### config.mk
export PLATFORM = sky130hd
export DESIGN_NAME = mtx_result_streamer
export DESIGN_NICKNAME = d
export VERILOG_FILES = /design/src/rtl/mtx_pkg.sv /design/src/rtl/mtx_requant_sat.sv /design/src/rtl/mtx_result_streamer.sv
export SDC_FILE = /design/constraint.sdc
export NUM_CORES = 1
export LEC_CHECK = 0
export ABC_AREA = 1
export CAP_MARGIN = 20
export CELL_PAD_IN_SITES_DETAIL_PLACEMENT = 1
export CELL_PAD_IN_SITES_GLOBAL_PLACEMENT = 2
export CORE_MARGIN = 2
export CORE_UTILIZATION = 32
export DETAILED_ROUTE_END_ITERATION = 12
export PLACE_DENSITY_LB_ADDON = 0.3
export SLEW_MARGIN = 20
export SYNTH_ARGS = -nofsm -noshare
export SYNTH_HDL_FRONTEND = slang
export SYNTH_SLANG_ARGS = --single-unit
### constraint.sdc
create_clock -name clk -period 5.1 [get_ports clk]
set_clock_uncertainty 0.2 [all_clocks]
set_input_delay 1.02 -clock clk [delete_from_list [all_inputs] [get_ports clk]]
set_output_delay 1.02 -clock clk [all_outputs]
set_load 0.02 [all_outputs]
### src/rtl/mtx_pkg.sv
// Shared definitions for the elementwise-multiply datapath: matrix geometry,
// element index helpers and the streamer state encoding.
package mtx_pkg;

    localparam int N_ROWS = 4;
    localparam int N_COLS = 4;
    localparam int N_ELEM = 16;
    localparam int IDX_W  = 4;

    localparam logic [IDX_W-1:0] IDX_FIRST = '0;
    localparam logic [IDX_W-1:0] IDX_LAST  = IDX_W'(N_ELEM - 1);

    typedef enum logic {
        IDLE   = 1'b0,
        STREAM = 1'b1
    } mtx_state_t;

    // Row-major flat index of element (row, col).
    function automatic logic [IDX_W-1:0] elemIdx(input int row, input int col);
        return IDX_W'(row * N_COLS + col);
    endfunction

endpackage

### src/rtl/mtx_requant_sat.sv
// Requantises one 2*W-bit product: logical right shift by SHIFT, then unsigned
// saturation to OUT_W bits. Purely combinational.
module mtx_requant_sat #(
    parameter int W     = 8,
    parameter int OUT_W = 2 * W,
    parameter int SHIFT = 0
) (
    input  logic [2*W-1:0]   elem_i,
    output logic [OUT_W-1:0] data_o
);

    logic [2*W-1:0] shifted;

    assign shifted = elem_i >> SHIFT;

    // Full-width output can never overflow, so the clamp only exists when narrowing.
    generate
        if (OUT_W == 2 * W) begin : gNoSat
            assign data_o = shifted;
        end else begin : gSat
            logic overflow;
            assign overflow = |shifted[2*W-1:OUT_W];
            assign data_o   = overflow ? {OUT_W{1'b1}} : shifted[OUT_W-1:0];
        end
    endgenerate

endmodule

### src/rtl/mtx_result_streamer.sv
// Captures a flattened 4x4 product matrix in one handshake and streams its
// elements out row-major, one per beat, with optional requantisation.
module mtx_result_streamer
    import mtx_pkg::*;
#(
    parameter int W     = 8,
    parameter int OUT_W = 2 * W,
    parameter int SHIFT = 0
) (
    input  logic                    clk,
    input  logic                    rstn,
    input  logic [N_ELEM*2*W-1:0]   i_mtx_m,
    input  logic                    i_valid,
    output logic                    o_ready,
    input  logic                    i_abort,
    output logic                    o_valid,
    output logic [OUT_W-1:0]        o_data,
    output logic [IDX_W-1:0]        o_idx,
    output logic                    o_last,
    input  logic                    i_ready
);

    mtx_state_t              state_q;
    logic [N_ELEM*2*W-1:0]   mtxBuf_q;
    logic [IDX_W-1:0]        idx_q;
    logic [IDX_W-1:0]        idx_d;
    logic [2*W-1:0]          curElem;

    assign idx_d   = idx_q + IDX_W'(1);
    assign curElem = mtxBuf_q[int'(idx_q) * (2 * W) +: 2 * W];

    // Load in IDLE (abort wins over valid); in STREAM advance on each beat and
    // fall back to IDLE after the last beat or on abort.
    always_ff @(posedge clk or negedge rstn) begin
        if (!rstn) begin
            state_q  <= IDLE;
            mtxBuf_q <= '0;
            idx_q    <= IDX_FIRST;
        end else begin
            case (state_q)
                IDLE: begin
                    if (i_valid && !i_abort) begin
                        mtxBuf_q <= i_mtx_m;
                        idx_q    <= IDX_FIRST;
                        state_q  <= STREAM;
                    end
                end
                STREAM: begin
                    if (i_ready) begin
                        idx_q <= idx_d;
                    end
                    if (i_abort || (i_ready && idx_q == IDX_LAST)) begin
                        state_q <= IDLE;
                    end
                end
                default: state_q <= IDLE;
            endcase
        end
    end

    mtx_requant_sat #(
        .W     (W),
        .OUT_W (OUT_W),
        .SHIFT (SHIFT)
    ) uRequant (
        .elem_i (curElem),
        .data_o (o_data)
    );

    assign o_ready = (state_q == IDLE);
    assign o_valid = (state_q == STREAM);
    assign o_idx   = idx_q;
    assign o_last  = (state_q == STREAM) && (idx_q == IDX_LAST);

endmodule
* Word-level counts from Yosys, hierarchy flattened
Cells that the tools add are included.
** Word-level totals
- Register bits after elaboration :: 261
- Bits of input ports :: 261
- Output and inout port bits :: 23
- Word-level logic and storage cells :: 22
** Operators by class
- Add/subtract/negate cells :: 1
- Eq/ne operators :: 3
- Shift operators :: 1
- Multiplexer cells :: 6
- Bitwise logic cells :: 1
- Reductions and logical operators :: 7
** Operators by type and width (count)
- variable part select 256 x 9 -> 16 bit :: 1
- two-way mux 4 bit :: 2
- one-hot mux 4 bit (2 select lines) :: 1
- adder 4 x 1 -> 4 bit (second input constant) :: 1
- == test 4 bit (second input constant) :: 1
- AND reduction 2 bit :: 2
- logical AND 1 bit :: 3
- two-way mux 1 bit :: 2
- != test 2 x 1 -> 1 bit (second input constant) :: 1
- != test 2 bit (second input constant) :: 1
- one-hot mux 1 bit (2 select lines) :: 1
- logical NOT 1 bit :: 1
- logical OR 1 bit :: 1
- inverter 1 bit :: 1

* Longest topological paths before layout
- Depth after elaboration :: 5
- Gate-level depth with buffers :: 9

* Hierarchy
A second synthesis with hierarchy kept.
** Unflattened totals
- Cells, all modules :: 1606
- Area, all modules :: 12822.3 um^2
** By module, submodules not included
- mtx_result_streamer :: instances 1, cells each 1590, area each 12702.2 um^2, sequential area each 6531.3 um^2
- mtx_requant_sat :: instances 1, cells each 16, area each 120.1 um^2, sequential area each 0.0 um^2

* Least setup slack after synthesis
OpenSTA, ideal clock, no wires.
- Path type :: register to output
- Start point :: register idx_q[0], in the netlist o_idx[0]
- End point :: output o_data[9]
- Arrival time :: 1381 ps
- Path slack :: 2499 ps
- Stages on the path, launching flop included :: 10
- Path buffers :: 3
- Cell sequence :: dfrtp_1 -> buf_4 -> inv_4 -> buf_6 -> buf_4 -> nand2_1 -> nand3_1 -> nand3_1 -> nand3_1 -> nand2_1
** Between the ends
- Word-level cells in the longest chain between the ends :: 1
** RTL lines
- from (decl) :: line mtx_result_streamer.sv:25 : logic [IDX_W-1:0] idx_q;
- from (signal assigned) :: line mtx_result_streamer.sv:50 : idx_q <= idx_d;
- variable part select 256 x 9 -> 16 bit :: line mtx_result_streamer.sv:30 : assign curElem = mtxBuf_q[int'(idx_q) * (2 * W) +: 2 * W];
- to (decl) :: line mtx_result_streamer.sv:17 : output logic [OUT_W-1:0] o_data,
Every way passes these cells.

* Worst setup path in the final report
- Start point :: register idx_q[0], in the netlist o_idx[0]
- End point :: output o_data[13]
Same word-level chain as after synthesis.

==> impl_metrics.toml <==
[clock_tree]
clk_latency_ns = 0.56
cts_resized = 0
ctsRootBufferMaster = "clkbuf_16"
cts_setup_buffers = 0
clock_sinks = 261
clkSlewWorstSetupHoldPaths_ns = 0.06
cts_tree = "built"
cts_hold_buffers = 0
clockBufferDepth = 3
cts_buffers = 31
h-tree-depth = 1

[placement]
placed_area_um2 = 16100
gp_congestion = 0.785
place.detailed.hpwl_um = 33000
portBuffers = 283

[drt]
wirelength_um = 45500
vias_per_cell = 4.79
drt_first_pass_iters = 5
wire_per_inst_um = 19.1
drc = 0
postRouteAntennaNets = 0
vias = 11400
drt_iter0_markers = 536

[sta]
tightest_slew_ns = 0.954
finalSetupTns_ns = 0
report.final.slew_viol_count = 0
min_period_ns = 4.61
slew_headroom_pct = 36.4
min_period_over_period_pct = 90.5
fmax_ghz = 0.217
hold_violations = 0
setup_viol = 0
rsz0062_at_grt = "false"

[global_routing]
track_usage_pct = 21.5
grt_pass1_wl_um = 69700
grt_pass1_vias = 12100
grt_overflow = 0
grt_start_max_net_pins = 110
antenna_found_initial = 3

[finish]
drive_gt1_share_pct = 10.4
fin_area_um2 = 17100
area_growth_pct = 31.3
num_antenna_cells = 0
final_nets = 2092

[hold_path]
hold_end = "mtxBuf_q[60]"
min_from = "mtxBuf_q[60]"
hold_class = "flop to flop"
min_path_cells = 1

[synthesis]
synth_seq_cells = 261
synth_area_leaders = "dfrtp_1 (50%), nand2_1 (8.0%), nand3_1 (7.5%)"
yosys.area.top_type = "dfrtp_1"
synth_edf_count = 0
yosys_warnings = 0
synth.top_cell.area_share_pct = 50.2
synth_nets = 1852
synthCells = 1590
yosysUniqueCellTypes = 25
yosysSeqAreaShare_pct = 50.2
yosys-top-cells-count = "nand2_1 (276), dfrtp_1 (261), inv_1 (228)"
yosys.cell_count.top_type = "nand2_1"
async_flop_share_pct = 100
yosys_most_used_dff = "dfrtp_1"
syn_avg_cell_area_um2 = 8.19
syn-cell-area_um2 = 13000

[critical_path]
crit_fanout = 38
reg2reg_depth = 5
cp-start-kind = "flop"
r2r_start = "o_valid"
slowest_delay_ns = 0.65
critPathTopFamily = "buffers and inverters"
r2r_end = "mtxBuf_q[39]"
cpMaxStageDelayCell = "dfrtp_4"
required_ns = 3.88
cp_common_cell = "nand3_1"
worstPathCellList = "inv_4 -> buf_4 -> nand2_1 -> nand3_1 -> nand3_1 -> nand3_1 -> nand2_1 -> clkdlybuf4s50_1"
critical_path_class = "flop to primary output"
r2r_setup_slack_ns = 2.51
path_buf_inv = 3
arrival_ns = 3.39
worstSetupEndpointType = "primary output"

[die]
initial_core_util_pct = 32.6
core_um2 = 39900
die-area_um2 = 42300
die_x_um = 206
die_h_um = 206
io_pins = 284
std_cell_rows = 73

[run]
cap_violations = 0

[outcome]
status = "completed"

[power]
power_leakage_nw = 8.16
power.density_nw_per_um2 = 432
peakVddDrop_mv = 0.229
## placed cells by master, fill, tap and decap left out
cell type,netlist,routed
inv_2,1,2
clkbuf_1,4,9
dfrtp_1,261,258
buf_8,0,1
mux2_2,22,22
o31ai_1,1,1
clkbuf_16,0,31
o21ai_0,34,34
buf_4,14,24
a21oi_1,144,144
nor2_1,226,226
dfrtp_2,0,1
nand3b_4,1,1
clkinv_2,0,2
clkinv_4,0,1
bufinv_16,0,3
xor2_1,1,1
clkinv_1,1,1
inv_6,0,1
a21oi_2,80,80
clkdlybuf4s50_1,0,282
mux2_4,10,10
clkbuf_8,0,3
inv_4,1,1
xnor2_1,1,1
o22ai_1,2,2
buf_12,0,5
clkinvlp_4,0,3
nand3_1,194,194
dfrtp_4,0,2
nand2_1,276,276
ha_1,1,1
inv_1,228,227
## where the power goes
| part | switching, W | internal (W) |
|---|---|---|
| combinational | 0.00158 | 0.000971 |
| clock | 0.000890 | 0.00131 |
| sequential | 0.000158 | 0.00248 |
| total | 0.00263 | 0.00475 |
## worst max-delay path by stage
stage          cells past startpoint          to  startpoint
2_1_floorplan                      9   o_data[9]    o_idx[0]
5_1_grt                            8  o_data[14]    o_idx[0]
6_report                           8  o_data[13]    o_idx[0]
4_1_cts                            8  o_data[13]    o_idx[0]
3_5_place_dp                       8  o_data[13]    o_idx[0]
3_3_place_gp                       8  o_data[13]    o_idx[0]
## registers in the layout, summed over array words and instances, names as in the netlist
| register | cells |
|---|---|
| o_valid | 1 |
| mtxBuf_q | 256 |
| o_idx | 4 |
## per-layer routing
metal,GRT usage [%],vias up,wire [um]
met3,3.28,71,1910
met5,0,-,53
met4,6.55,6,1450
met1,29.9,5609,21100
li1,-,5445,-
met2,34.5,234,20900
## final cells by class
class / instances / area [um^2]
Sequential cell: 261 / 6540
Tap cell: 525 / 657
Multi-Input combinational cell: 993 / 4910
Clock buffer: 43 / 851
Fill cell: 4767 / 22800
Inverter: 231 / 870
Timing Repair Buffer: 312 / 3120
Clock inverter: 10 / 140
## cell families (layout without fill, tap and decap cells)
| kind of cell | after synthesis | count (layout) | synth area share [%] |
|---|---|---|---|
| DFF | 261 | 261 | 50.2 |
| muxes | 32 | 32 | 3.06 |
| xor gates and xnor gates | 2 | 2 | 0.135 |
| adders and majority gates | 1 | 1 | 0.0961 |
| AOI/OAI and AO/OA | 261 | 261 | 12.4 |
| and+or+nand+nor | 697 | 697 | 22.1 |
| buffers and inverters | 336 | 596 | 12.1 |
## per-stage QoR
stage / util (%) / worst slack [ns] / power, W / cells / hold WS [ns]
2_1_floorplan: - / 2.50 / 0.00417 / 1590 / 0.277
3_5_place_dp: 40.3 / 1.08 / 0.00525 / 2322 / 0.294
4_1_cts: 42.8 / 0.458 / 0.00749 / 2375 / 0.308
5_1_grt: 42.8 / 0.353 / 0.00783 / 2375 / 0.325
6_report: 42.8 / 0.486 / 0.00738 / 2375 / 0.304
3_3_place_gp: 40.3 / 1.12 / 0.00519 / 2322 / 0.289
Power figures use the tool's default switching activity.
==> RTL edit 1: new RTL, config.mk and constraints unchanged <==
Set the package constant `IDX_FIRST` to 1 (it was '0).
--- a/src/rtl/mtx_pkg.sv
+++ b/src/rtl/mtx_pkg.sv
@@ -8,5 +8,5 @@
     localparam int IDX_W  = 4;
 
-    localparam logic [IDX_W-1:0] IDX_FIRST = '0;
+    localparam logic [IDX_W-1:0] IDX_FIRST = 1;
     localparam logic [IDX_W-1:0] IDX_LAST  = IDX_W'(N_ELEM - 1);
 
Formal check against the unedited RTL: not equivalent (a bounded check fails within 4 cycles, from zero or initial values and one cycle with rstn low).
==> RTL edit 1 against the unedited design <==
Routed wire length increased by 3.1%; combinational power increased by 9.4%; synthesized cell count unchanged; hold slack improved by 0.0030 ns; final area increased by 2.9%; worst setup slack improved by 0.17 ns; total power increased by 4.6%; sequential cell count unchanged; count of clock-buffer cells in the layout increased by 2; synthesized area increased by 2.8%; maximum frequency increased by 3.8%.
==> RTL edit 1: results (changes against the unedited design) <==
The wire length reported by the detailed router came out at 46,900 µm (+3.1%). The logs give 8.28 nW (+1.4%) for the leakage power summed over all cells and 16,500 µm² (+2.6%) for the placed instance area. The minimum setup slack in the final design was 0.654 ns (+0.167 ns).

The top metal layer carrying routed signals was met4. The summed area of non-filler cells in the final layout is 17,600 µm² (+2.9%), and the share of cells above drive strength 1 is 0.165 (+0.0602). The met2 routing resource usage after global routing was 0.358 (+0.0138); the net count of the finished layout was 2,087 (-0.24%). The HPWL reported at the end of detailed placement came out at 34,300 µm (+4.0%). The highest cell delay on the worst timing path works out to 0.71 ns (+0.06 ns). The maximum fanout along the worst path is 163 (+330%), and the global-route wire length before repair is 73,000 µm (+4.8%).

Cell count after placement: 2,324 (+0.086%). For the post-synthesis sequential area ratio, the log shows 0.488 (-0.0134). The number of standard cells in the layout, taps in and fillers out came out at 2,381 (+0.25%). The launch point of the worst path is o_idx[0].

The run finished with clean final reports. The via count of the first global-routing pass is 12,100 (+0.34%). The tools report the wire length on met3 as 1740 µm (-8.9%). The run gives 3.23 ns (-0.16 ns) as the arrival time reported for the critical path endpoint.

The number of antenna violations at the first check in global routing is 1 (-2), and the count of fill cells added during filler insertion is 4,825 (+1.2%). For the global-route track usage on met3, the log shows 0.0296 (-0.00320). For the aggregate global-route resource usage, the log shows 0.216 (+0.000717).

The wire length on met1 was 22,200 µm (+5.2%); the met1 track utilization from global routing was 0.303 (+0.00337). The tools report the iteration-0 DRC count of the detailed router as 629 (+17%). The worst slew slack as a fraction of its limit is 0.402 (+0.0375), and the largest net degree at the start of global routing is 164 (+49%). The slowest stage of the critical path belongs to the cell sky130_fd_sc_hd__clkdlybuf4s50_1.

The slack of the worst reg-to-reg path is 2.78 ns (+0.27 ns).
[RTL edit 1: changes by cell type after synthesis, moves of 2 or more]
cell                       unedited run  this run
sky130_fd_sc_hd__buf_4               14        12
sky130_fd_sc_hd__a21oi_2             80       190
sky130_fd_sc_hd__mux2_2              22        32
sky130_fd_sc_hd__mux2_4              10         0
sky130_fd_sc_hd__clkbuf_1             4        11
sky130_fd_sc_hd__clkbuf_2             2         0
sky130_fd_sc_hd__a21oi_1            144        34
[RTL edit 1: area by class of cell]
cell class | count | area share
Multi-Input combinational cell | 993 | 0.301
Sequential cell | 261 | 0.372
Tap cell | 532 | 0.0379
Inverter | 231 | 0.0495
Clock buffer | 45 | 0.0517
Timing Repair Buffer | 307 | 0.179
Antenna cell | 1 | 0.000142
Clock inverter | 11 | 0.00897
[RTL edit 1: logic make-up (layout without fill, tap and decap cells)]
logic type      count (synthesis)  in the layout  synth area share
compound gates                261            261             0.152
xor+xnor                        2              2           0.00131
fa+ha+maj                       1              1          0.000935
simple gates                  697            697             0.215
mux                            32             32            0.0269
buf+inv                       336            594             0.116
flops                         261            261             0.488
other cells                     0              1                 0
[RTL edit 1: worst min-delay path by stage]
stage	from	endpoint	slack (ns)	depth (start not counted)
detailed placement	mtxBuf_q[89]	mtxBuf_q[89]	0.29	1
global placement	mtxBuf_q[207]	mtxBuf_q[207]	0.29	2
floorplan	mtxBuf_q[103]	mtxBuf_q[103]	0.28	2
finish	mtxBuf_q[89]	mtxBuf_q[89]	0.31	1
global route	mtxBuf_q[181]	mtxBuf_q[181]	0.32	1
CTS	mtxBuf_q[89]	mtxBuf_q[89]	0.31	1
[RTL edit 1: report_power, final]
part           switching, mW  leakage, nW  internal (mW)
Clock                  0.896        0.527           1.42
Combinational           1.75         4.89           1.04
Sequential             0.130         2.86           2.48
Total                   2.78         8.28           4.95
==> RTL edit 2: new RTL, config.mk and constraints unchanged <==
Made on the original files. Reset style: synchronous (`rstn`), changed in one clocked block.
--- a/src/rtl/mtx_result_streamer.sv
+++ b/src/rtl/mtx_result_streamer.sv
@@ -32,5 +32,5 @@
     // Load in IDLE (abort wins over valid); in STREAM advance on each beat and
     // fall back to IDLE after the last beat or on abort.
-    always_ff @(posedge clk or negedge rstn) begin
+    always_ff @(posedge clk) begin
         if (!rstn) begin
             state_q  <= IDLE;
Behaviour: differs if rstn is asserted again (counterexample within 4 cycles, from zero or initial values and one cycle with rstn low); with rstn held inactive, the same outputs for 4 cycles.
==> RTL edit 2 against the unedited design <==
Critical endpoint is now o_data[5]; routed wire length is 0.55% lower; worst setup slack better by 0.22 ns; hold slack worse by 0.052 ns; sequential cell count stayed put; die area is 9.3% lower; utilization is 0.20 points higher; critical path type unchanged; final area is 8.3% lower; synthesized area is 9.5% lower; non-clock buffer count is 7 lower; highest routed layer is now met4.
Power is not compared: it rests on default switching activity, and its combinational part moved more than twofold at a synthesized area within 25%.
==> RTL edit 2: results (changes against the unedited design) <==
The source of the worst register-to-register timing path was o_valid. The wire length on met3 was 2410 µm (+26%). The top metal layer carrying routed signals is met4. The detailed-routed wire length on met2 came out at 20,500 µm (-2.2%). The share of cells above drive strength 1 came out at 0.0397 (-0.0646). For the count of fill cells added during filler insertion, the log shows 4,532 (-4.9%).

The global-route track usage on met3 came out at 0.0361 (+0.00332). The post-synthesis sequential area ratio is 0.443 (-0.0584). The wire length on met1 was 21,400 µm (+1.4%).

The post-route minimum period is 4.39 ns (-0.224 ns), and the slack of the worst reg-to-reg path is 2.99 ns (+0.48 ns). The number of nets in the synthesized netlist was 1,955 (+5.6%); the highest cell delay on the worst timing path was 0.58 ns (-0.07 ns). The routability-driven placement congestion ratio was 0.795 (+1.2%); the via count of the first global-routing pass was 12,000 (-0.23%). The wire length reported by the detailed router came out at 45,200 µm (-0.55%). The worst reg2reg path endpoint was mtxBuf_q[187]. The run gives 0.314 (-0.0499) as the worst slew slack as a fraction of its limit. By area the synthesized netlist is led by sky130_fd_sc_hd__dfxtp_1 44%, sky130_fd_sc_hd__a21oi_1 11%, sky130_fd_sc_hd__o21ai_0 10%. The largest individual stage delay along the critical path comes from the cell sky130_fd_sc_hd__inv_4.

The tools report the destination of the worst hold path as mtxBuf_q[139]. The net count of the finished layout was 2,156 (+3.1%). The run finished with clean final reports.

For the HPWL reported at the end of detailed placement, the log shows 33,000 µm (about the same). Number of vias per cell after detailed routing: 4.95 (+3.5%). The global-route wire length before repair was 69,400 µm (-0.33%).

The pre-CTS worst setup slack came out at 1.30 ns (+0.221 ns). By count the netlist is led by 280 x sky130_fd_sc_hd__nand2_1, 261 x sky130_fd_sc_hd__a21oi_1, 261 x sky130_fd_sc_hd__dfxtp_1, 261 x sky130_fd_sc_hd__inv_1, 246 x sky130_fd_sc_hd__o21ai_0.
-- RTL edit 2: cell count changes after synthesis, sizes merged, moves of 4 or more --
cell	change
a21oi	+37
clkbuf	+30
dfrtp	-261
dfxtp	+261
inv	+34
mux2	-32
nand2	+4
nand3	+34
nor2	-226
o21ai	+223
-- RTL edit 2: how the worst max path moves through the flow --
stage,from,end,cells after the start
after floorplan,o_idx[3],o_last,4
after global placement,o_idx[0],o_data[5],8
final,o_idx[0],o_data[5],8
after detailed placement,o_idx[0],o_data[5],8
after global routing,o_idx[0],o_data[5],8
after CTS,o_idx[0],o_data[5],8
-- RTL edit 2: through the flow --
stage	instances	hold slack [ns]	area [µm²]	utilization
after global routing	2383	0.275	15700	0.430
after global placement	2329	0.239	14700	0.404
final	2383	0.252	15700	0.430
after detailed placement	2330	0.247	14700	0.404
after floorplan	1693	0.229	11800	-
after CTS	2383	0.256	15700	0.430
-- RTL edit 2: area by class of cell --
type                       instances  area, µm²  area share
multi-input combinational       1031       4840       0.309
clock buffer                      46        912      0.0582
clock inverter                     7       41.3     0.00263
inverter                         265        997      0.0636
timing repair buffer             305       3070       0.196
tap                              468        586      0.0374
sequential                       261       5230       0.334
-- RTL edit 2: report_power, final --
group / internal, mW / switching (mW) / total (mW)
Combinational: 0.357 / 0.445 / 0.801
Sequential: 2.18 / 0.0356 / 2.22
Clock: 1.22 / 0.859 / 2.08
Total: 3.76 / 1.34 / 5.10
-- RTL edit 2: logic make-up after synthesis --
| family | synth area share |
|---|---|
| xor+xnor | 0.000743 |
| fa+ha+maj | 0.00106 |
| compound gates | 0.220 |
| buf+inv | 0.146 |
| simple gates | 0.189 |
| flops | 0.443 |
